`src/rtl/uart_pkg.sv`:
```
// Shared constants for the UART receiver: FSM state encoding and oversampling points.
package uart_pkg;

    typedef enum logic [2:0] {
        IDLE   = 3'd0,
        START  = 3'd1,
        DATA   = 3'd2,
        PARITY = 3'd3,
        STOP   = 3'd4
    } state_t;

    localparam int OS_RATE   = 16;
    localparam int START_MID = 7;

endpackage

```
`src/rtl/sync_2ff.sv`:
```
// Two-flop synchronizer for a single asynchronous input; both flops reset to RESET_VAL.
module sync_2ff #(
    parameter logic RESET_VAL = 1'b1
) (
    input  logic clk,
    input  logic reset,
    input  logic d,
    output logic q
);

    logic meta;

    always_ff @(posedge clk or negedge reset) begin
        if (!reset) begin
            meta <= RESET_VAL;
            q    <= RESET_VAL;
        end else begin
            meta <= d;
            q    <= meta;
        end
    end

endmodule

```
`src/rtl/uart_rx.sv`:
```
// UART receiver with 16x oversampling, mid-bit sampling, stop-bit check and done strobe.
// Optional parity check is compiled in when UART_RX_PARITY_EN is defined.
module uart_rx
    import uart_pkg::*;
#(
    parameter int DBIT    = 8,
    parameter int SB_TICK = 16
`ifdef UART_RX_PARITY_EN
    ,
    parameter bit PARITY_ODD = 1'b0
`endif
) (
    input  logic            clk,
    input  logic            reset,
    input  logic            rx,
    input  logic            s_tick,
    output logic [DBIT-1:0] dout,
    output logic            rx_done_tick,
    output logic            frame_err,
    output logic            parity_err,
    output logic [2:0]      dbg_state
);

    // Output handshake: rx_done_tick is a single-cycle strobe with no back-pressure;
    // dout, frame_err and parity_err are valid on that cycle and hold until the next strobe.

    logic            rx_s;
    state_t          state_q, state_n;
    logic [4:0]      s_cnt_q, s_cnt_n;
    logic [3:0]      n_cnt_q, n_cnt_n;
    logic [DBIT-1:0] shreg_q, shreg_n;
    logic [DBIT-1:0] dout_n;
    logic            done_n;
    logic            fe_n;
`ifdef UART_RX_PARITY_EN
    logic            pbit_q, pbit_n;
    logic            pe_q, pe_n;
`endif

    sync_2ff #(.RESET_VAL(1'b1)) u_rx_sync (
        .clk   (clk),
        .reset (reset),
        .d     (rx),
        .q     (rx_s)
    );

    always_comb begin
        state_n = state_q;
        s_cnt_n = s_cnt_q;
        n_cnt_n = n_cnt_q;
        shreg_n = shreg_q;
        dout_n  = dout;
        done_n  = 1'b0;
        fe_n    = frame_err;
`ifdef UART_RX_PARITY_EN
        pbit_n  = pbit_q;
        pe_n    = pe_q;
`endif
        case (state_q)
            // Start detection is level-based and does not wait for a tick.
            IDLE: begin
                if (!rx_s) begin
                    state_n = START;
                    s_cnt_n = '0;
                end
            end
            START: begin
                if (s_tick) begin
                    if (s_cnt_q == 5'(START_MID)) begin
                        if (!rx_s) begin
                            state_n = DATA;
                            s_cnt_n = '0;
                            n_cnt_n = '0;
                        end else begin
                            state_n = IDLE;
                        end
                    end else begin
                        s_cnt_n = s_cnt_q + 5'd1;
                    end
                end
            end
            DATA: begin
                if (s_tick) begin
                    if (s_cnt_q == 5'(OS_RATE - 1)) begin
                        s_cnt_n = '0;
                        shreg_n = {rx_s, shreg_q[DBIT-1:1]};
                        if (n_cnt_q == 4'(DBIT - 1)) begin
`ifdef UART_RX_PARITY_EN
                            state_n = PARITY;
`else
                            state_n = STOP;
`endif
                        end else begin
                            n_cnt_n = n_cnt_q + 4'd1;
                        end
                    end else begin
                        s_cnt_n = s_cnt_q + 5'd1;
                    end
                end
            end
`ifdef UART_RX_PARITY_EN
            PARITY: begin
                if (s_tick) begin
                    if (s_cnt_q == 5'(OS_RATE - 1)) begin
                        pbit_n  = rx_s;
                        s_cnt_n = '0;
                        state_n = STOP;
                    end else begin
                        s_cnt_n = s_cnt_q + 5'd1;
                    end
                end
            end
`endif
            STOP: begin
                if (s_tick) begin
                    if (s_cnt_q == 5'(SB_TICK - 1)) begin
                        dout_n  = shreg_q;
                        fe_n    = ~rx_s;
                        done_n  = 1'b1;
                        state_n = IDLE;
`ifdef UART_RX_PARITY_EN
                        pe_n    = (^{shreg_q, pbit_q}) ^ PARITY_ODD;
`endif
                    end else begin
                        s_cnt_n = s_cnt_q + 5'd1;
                    end
                end
            end
            default: state_n = IDLE;
        endcase
    end

    always_ff @(posedge clk or negedge reset) begin
        if (!reset) begin
            state_q      <= IDLE;
            s_cnt_q      <= '0;
            n_cnt_q      <= '0;
            shreg_q      <= '0;
            dout         <= '0;
            rx_done_tick <= 1'b0;
            frame_err    <= 1'b0;
`ifdef UART_RX_PARITY_EN
            pbit_q       <= 1'b0;
            pe_q         <= 1'b0;
`endif
        end else begin
            state_q      <= state_n;
            s_cnt_q      <= s_cnt_n;
            n_cnt_q      <= n_cnt_n;
            shreg_q      <= shreg_n;
            dout         <= dout_n;
            rx_done_tick <= done_n;
            frame_err    <= fe_n;
`ifdef UART_RX_PARITY_EN
            pbit_q       <= pbit_n;
            pe_q         <= pe_n;
`endif
        end
    end

`ifdef UART_RX_PARITY_EN
    assign parity_err = pe_q;
`else
    assign parity_err = 1'b0;
`endif

    assign dbg_state = state_q;

endmodule
```
`config.mk`:
```
export PLATFORM = sky130hd
export DESIGN_NAME = uart_rx
export DESIGN_NICKNAME = d
export VERILOG_FILES = /design/src/rtl/uart_pkg.sv /design/src/rtl/sync_2ff.sv /design/src/rtl/uart_rx.sv
export SDC_FILE = /design/constraint.sdc
export NUM_CORES = 1
export LEC_CHECK = 0
export ABC_AREA = 1
export BUFFER_PORTS_ARGS = -buffer_cell sky130_fd_sc_hd__buf_2
export CORE_ASPECT_RATIO = 1.1
export CORE_MARGIN = 2
export CORE_UTILIZATION = 53
export CTS_BUF_LIST = sky130_fd_sc_hd__clkbuf_16
export DETAILED_ROUTE_END_ITERATION = 8
export MAX_ROUTING_LAYER = met4
export PLACE_DENSITY_LB_ADDON = 0.15
export SYNTH_ARGS = -nofsm -noshare
export SYNTH_HDL_FRONTEND = slang
export SYNTH_SLANG_ARGS = --single-unit
```
`constraint.sdc`:
```
create_clock -name clk -period 1.7 [get_ports clk]
set_input_delay 0 -clock clk [delete_from_list [all_inputs] [get_ports clk]]
set_output_delay 0 -clock clk [all_outputs]
set_load 0.05 [all_outputs]
```
==> run summary <==
In this run the deepest clock path goes through 2 buffers. The total of warnings raised by yosys is 0. The most common cell after layout, fill and taps aside is sky130_fd_sc_hd__nand2_1. The library cells used most frequently in the layout, excluding fill and tap cells, are sky130_fd_sc_hd__nand2_1, sky130_fd_sc_hd__dfrtp_1, sky130_fd_sc_hd__inv_1. The required time of the critical path came out at between 1.5 and 2 ns. The clock period minus worst slack is 1.60 ns. The final count of hold timing violations came to 0.

The standard-cell row count is 22. The post-route clock skew is between 0.005 and 0.006 ns. The leakage power of the design came out at around 1.2 nW. In this run the most critical hold path is launched from s_tick.

0 antenna diodes ended up in the layout. Buffers placed on the I/O ports in this run total 16. Of the available clock period, the critical path in the final layout requires 94.0%. The count of fill cells added during filler insertion is between 200 and 300. The vias per cell is between 4 and 5. In this run the worst hold path is classified as primary input to flip-flop. The setup path with the least slack is of type flip-flop to flip-flop.

The via count of the first global-routing pass came out at around 1400. The first global-routing pass estimated 6400 um of wire. The total global routing overflow came out at 0. The library cell contributing the largest single delay on the critical path is sky130_fd_sc_hd__dfrtp_1. The achievable frequency is 0.626 GHz. The number of pins with negative max-slew slack in the final report is 0.

The worst hold-check slack is 0.195 ns. The worst-path maximum fanout is 5. The worst register-to-register path has a depth of 11. The number of logic stages on the critical path including buffering is 11. The power density over the cells is 1380 nW/um^2.

The I/O pin count came out at 18. Setup repair after global routing left no endpoint under its margin. The layout net count is between 200 and 300. The fraction of final layout cells with drive strength greater than 1 is 24.5%. The total of flip-flops plus latches after synthesis came out at 32. Summing over every cut layer, the via total after detailed routing is 1604. The peak supply drop came out at 0.761 mV. The final wirelength came out at 3840 um. The combinational power share came out at 39.2%. The headroom to the max-slew limit came out at ~55%. The cell depth of the worst hold path came out at 3. The tool flagged a number of max-cap violations equal to 0.

The final-report setup violation count is 0. The number of unique standard cell types used by synthesis came out at 27. The die extent in x came out at 60.3 um. The routability congestion estimate came out at roughly 0.94.

The number of antenna violations at the first check in global routing is 0. For this block, the initial DRC count from the detailed router was 70. The capture instance of the worst register-to-register path is dbg_state[0]. The register-to-register setup slack came out at about 0.10 ns.

At the pin with the least slew margin, the transition time is 0.673 ns. The data arrival time at the worst-slack endpoint came out at 1.76 ns. The sink of the worst hold path is shreg_q[5]. The number of standard cells after synthesis is 242. For this run, the detailed router's first-pass iteration total came to 4.

The average instance in the mapped netlist occupies 7.64 um^2. The number of nets in the synthesized netlist is 250. The run finished with clean final reports. STA classifies the critical path startpoint as a flip-flop. TritonCTS built the clock tree. The layout-stage area growth over the synthesis result came out at 22.1%.

The initial cell density of the core is about 56%. The height of the die came out at 66.0 um. The sequential share of the synthesized area is 43.4%. The count of cells in the finished layout, fillers not included, comes to 322. The full die area is 3980 um^2. For this run, design rule violations remaining after detail routing come to 0. The clock latency at the later pin of the worst-skew pair came out at 0.27 ns. The residual antenna-violating net count after detailed routing is 0. Summing all placed instances gives a cell area of 2020 um^2. The core occupancy in the finished layout came out at 67.8%. The worst register-to-register path begins at s_cnt_q[1]. Summed over all nets, the half-perimeter wirelength after detailed placement is 2650 um. The pin count of the biggest net entering global routing is 33.

Summing every instance area after synthesis gives 1850 um^2. Clock tree synthesis inserted a total of 5 buffers. The placed instance count is 310. The buffer and inverter count on the worst path came out at 1. The delay of the slowest critical-path stage came out at between 0.3 and 0.4 ns. The H-tree depth is 2. Summed over all nets, the switching power comes to 1.20 mW. After detailed routing, the average wire length per cell comes to 11.9 um. The post-route cell area is 2260 um^2.

The signal on the critical path passes through ha_2, nand2_4, nor2_4, ha_4, inv_2, nand3_2, nand2_2, nor2_4, nand2_2, nand2_1, nand2_1. The portion of total power attributed to the clock network is between 30% and 40%. The critical path capture point type is a flip-flop. The switching power share of the total is 38.6%. After clock tree synthesis, the clock-pin slew on the worst setup and hold paths is 0.05 ns. Summed over all failing endpoints, the final setup total negative slack is 0 ns. The root buffer cell chosen for the clock tree is sky130_fd_sc_hd__clkbuf_16. Across every metal layer, demand over resource in global routing totals 22.3%. The proportion of power drawn by flip-flops and latches came out at between 20% and 30%. The standard cell core area is about 3300 um^2.

The internal power is 1.91 mW. The number of clock sinks is 32. The kind of cell with the highest combined delay along the critical path is simple AND/OR/NAND/NOR gates.
## power groups by stage
stage               combinational [mW]  clock, mW  sequential, mW
global route                      1.35       1.04           0.917
detailed placement                1.15          0           0.920
finish                            1.22      0.978           0.912
floorplan                        0.783          0            1.00
CTS                               1.18      0.990           0.909
global placement                  1.16          0           0.919
## layer usage
metal  GRT usage, %  wire length [um]  up-vias
met1           27.1              1760      754
met4           7.22                51        0
met2           36.4              1910       23
met5              -                 0        -
li1               -                 -      822
met3           4.70               107        5
## Yosys cell counts
cell / instances / area share, %
sky130_fd_sc_hd__nor2_1: 16 / 3.2
sky130_fd_sc_hd__nand3_4: 3 / 2.8
sky130_fd_sc_hd__nand2_1: 80 / 16
sky130_fd_sc_hd__nor2_2: 4 / 1.4
sky130_fd_sc_hd__clkinv_1: 1 / 0.20
sky130_fd_sc_hd__nand4_1: 5 / 1.7
sky130_fd_sc_hd__dfrtp_1: 30 / 41
sky130_fd_sc_hd__nand2_2: 6 / 2.0
sky130_fd_sc_hd__nand3b_1: 2 / 0.81
sky130_fd_sc_hd__nand3_1: 26 / 7.0
sky130_fd_sc_hd__o21ai_1: 8 / 2.2
sky130_fd_sc_hd__inv_4: 1 / 0.34
sky130_fd_sc_hd__buf_6: 3 / 1.8
sky130_fd_sc_hd__clkbuf_1: 1 / 0.20
sky130_fd_sc_hd__o21ai_0: 8 / 2.2
sky130_fd_sc_hd__o21ai_4: 1 / 0.88
sky130_fd_sc_hd__a21oi_2: 1 / 0.47
sky130_fd_sc_hd__inv_2: 4 / 0.81
sky130_fd_sc_hd__buf_4: 2 / 0.81
sky130_fd_sc_hd__xor2_1: 2 / 0.95
sky130_fd_sc_hd__nor2_4: 2 / 1.2
sky130_fd_sc_hd__inv_1: 27 / 5.5
sky130_fd_sc_hd__nor3_1: 1 / 0.27
sky130_fd_sc_hd__dfstp_2: 2 / 2.8
sky130_fd_sc_hd__nand2_4: 1 / 0.61
sky130_fd_sc_hd__conb_1: 1 / 0.20
sky130_fd_sc_hd__ha_1: 4 / 2.7
## how the worst max path moves through the flow
stage / startpoint / endpoint
detailed placement: s_cnt_q[1] / dbg_state[0]
global route: s_cnt_q[1] / s_cnt_q[0]
CTS: s_cnt_q[1] / dbg_state[0]
global placement: s_cnt_q[1] / dbg_state[0]
floorplan: s_cnt_q[0] / dbg_state[0]
finish: s_cnt_q[1] / dbg_state[0]
## logic make-up after synthesis
kind of cell,after synthesis,share of synthesized area (%)
AND/OR/NAND/NOR,146,37.3
buffers and inverters,39,9.67
XOR/XNOR,2,0.947
adder cells (fa/ha/maj),4,2.71
other,1,0.203
AO/OA/AOI/OAI,18,5.68
flip-flops,32,43.4
## stage by stage
stage / total power [mW] / setup WS (ns)
2_1_floorplan: 1.79 / 0.00780
3_3_place_gp: 2.08 / 0.0611
3_5_place_dp: 2.08 / -0.0123
4_1_cts: 3.08 / 0.00815
5_1_grt: 3.30 / 0.0143
6_report: 3.11 / 0.102
## repair_timing
item,4_1_cts,5_1_grt
hold endpoints to repair,31,0
setup buffers,2,0
resized for setup,2,5
pin swaps,2,2
hold buffers,2,0
endpoints found under the setup margin,3,8
## worst register-to-register path: cells and delay by family, from the launching register on
| kind | cells | cell delay [ns] |
|---|---|---|
| buffers and inverters | 1 | 0.08 |
| DFF | 1 | 0.35 |
| adders and majority gates | 2 | 0.37 |
| and+or+nand+nor | 8 | 0.67 |
## cell type report
cell class	count	area, um^2	share of cell area [%]
Clock inverter	3	37.5	1.66
Inverter	33	126	5.60
Timing Repair Buffer	30	190	8.43
Multi-Input combinational cell	171	915	40.5
Sequential cell	32	803	35.6
Clock buffer	5	125	5.54
Tap cell	48	60.1	2.66
## registers in the layout, indices dropped and copies added (netlist names)
register / flops
dout: 8
shreg_q: 8
s_cnt_q: 5
n_cnt_q: 4
dbg_state: 3
frame_err: 1
rx_done_tick: 1
u_rx_sync.meta: 1
u_rx_sync.q: 1
No activity file was read; power rests on OpenSTA's default activity.
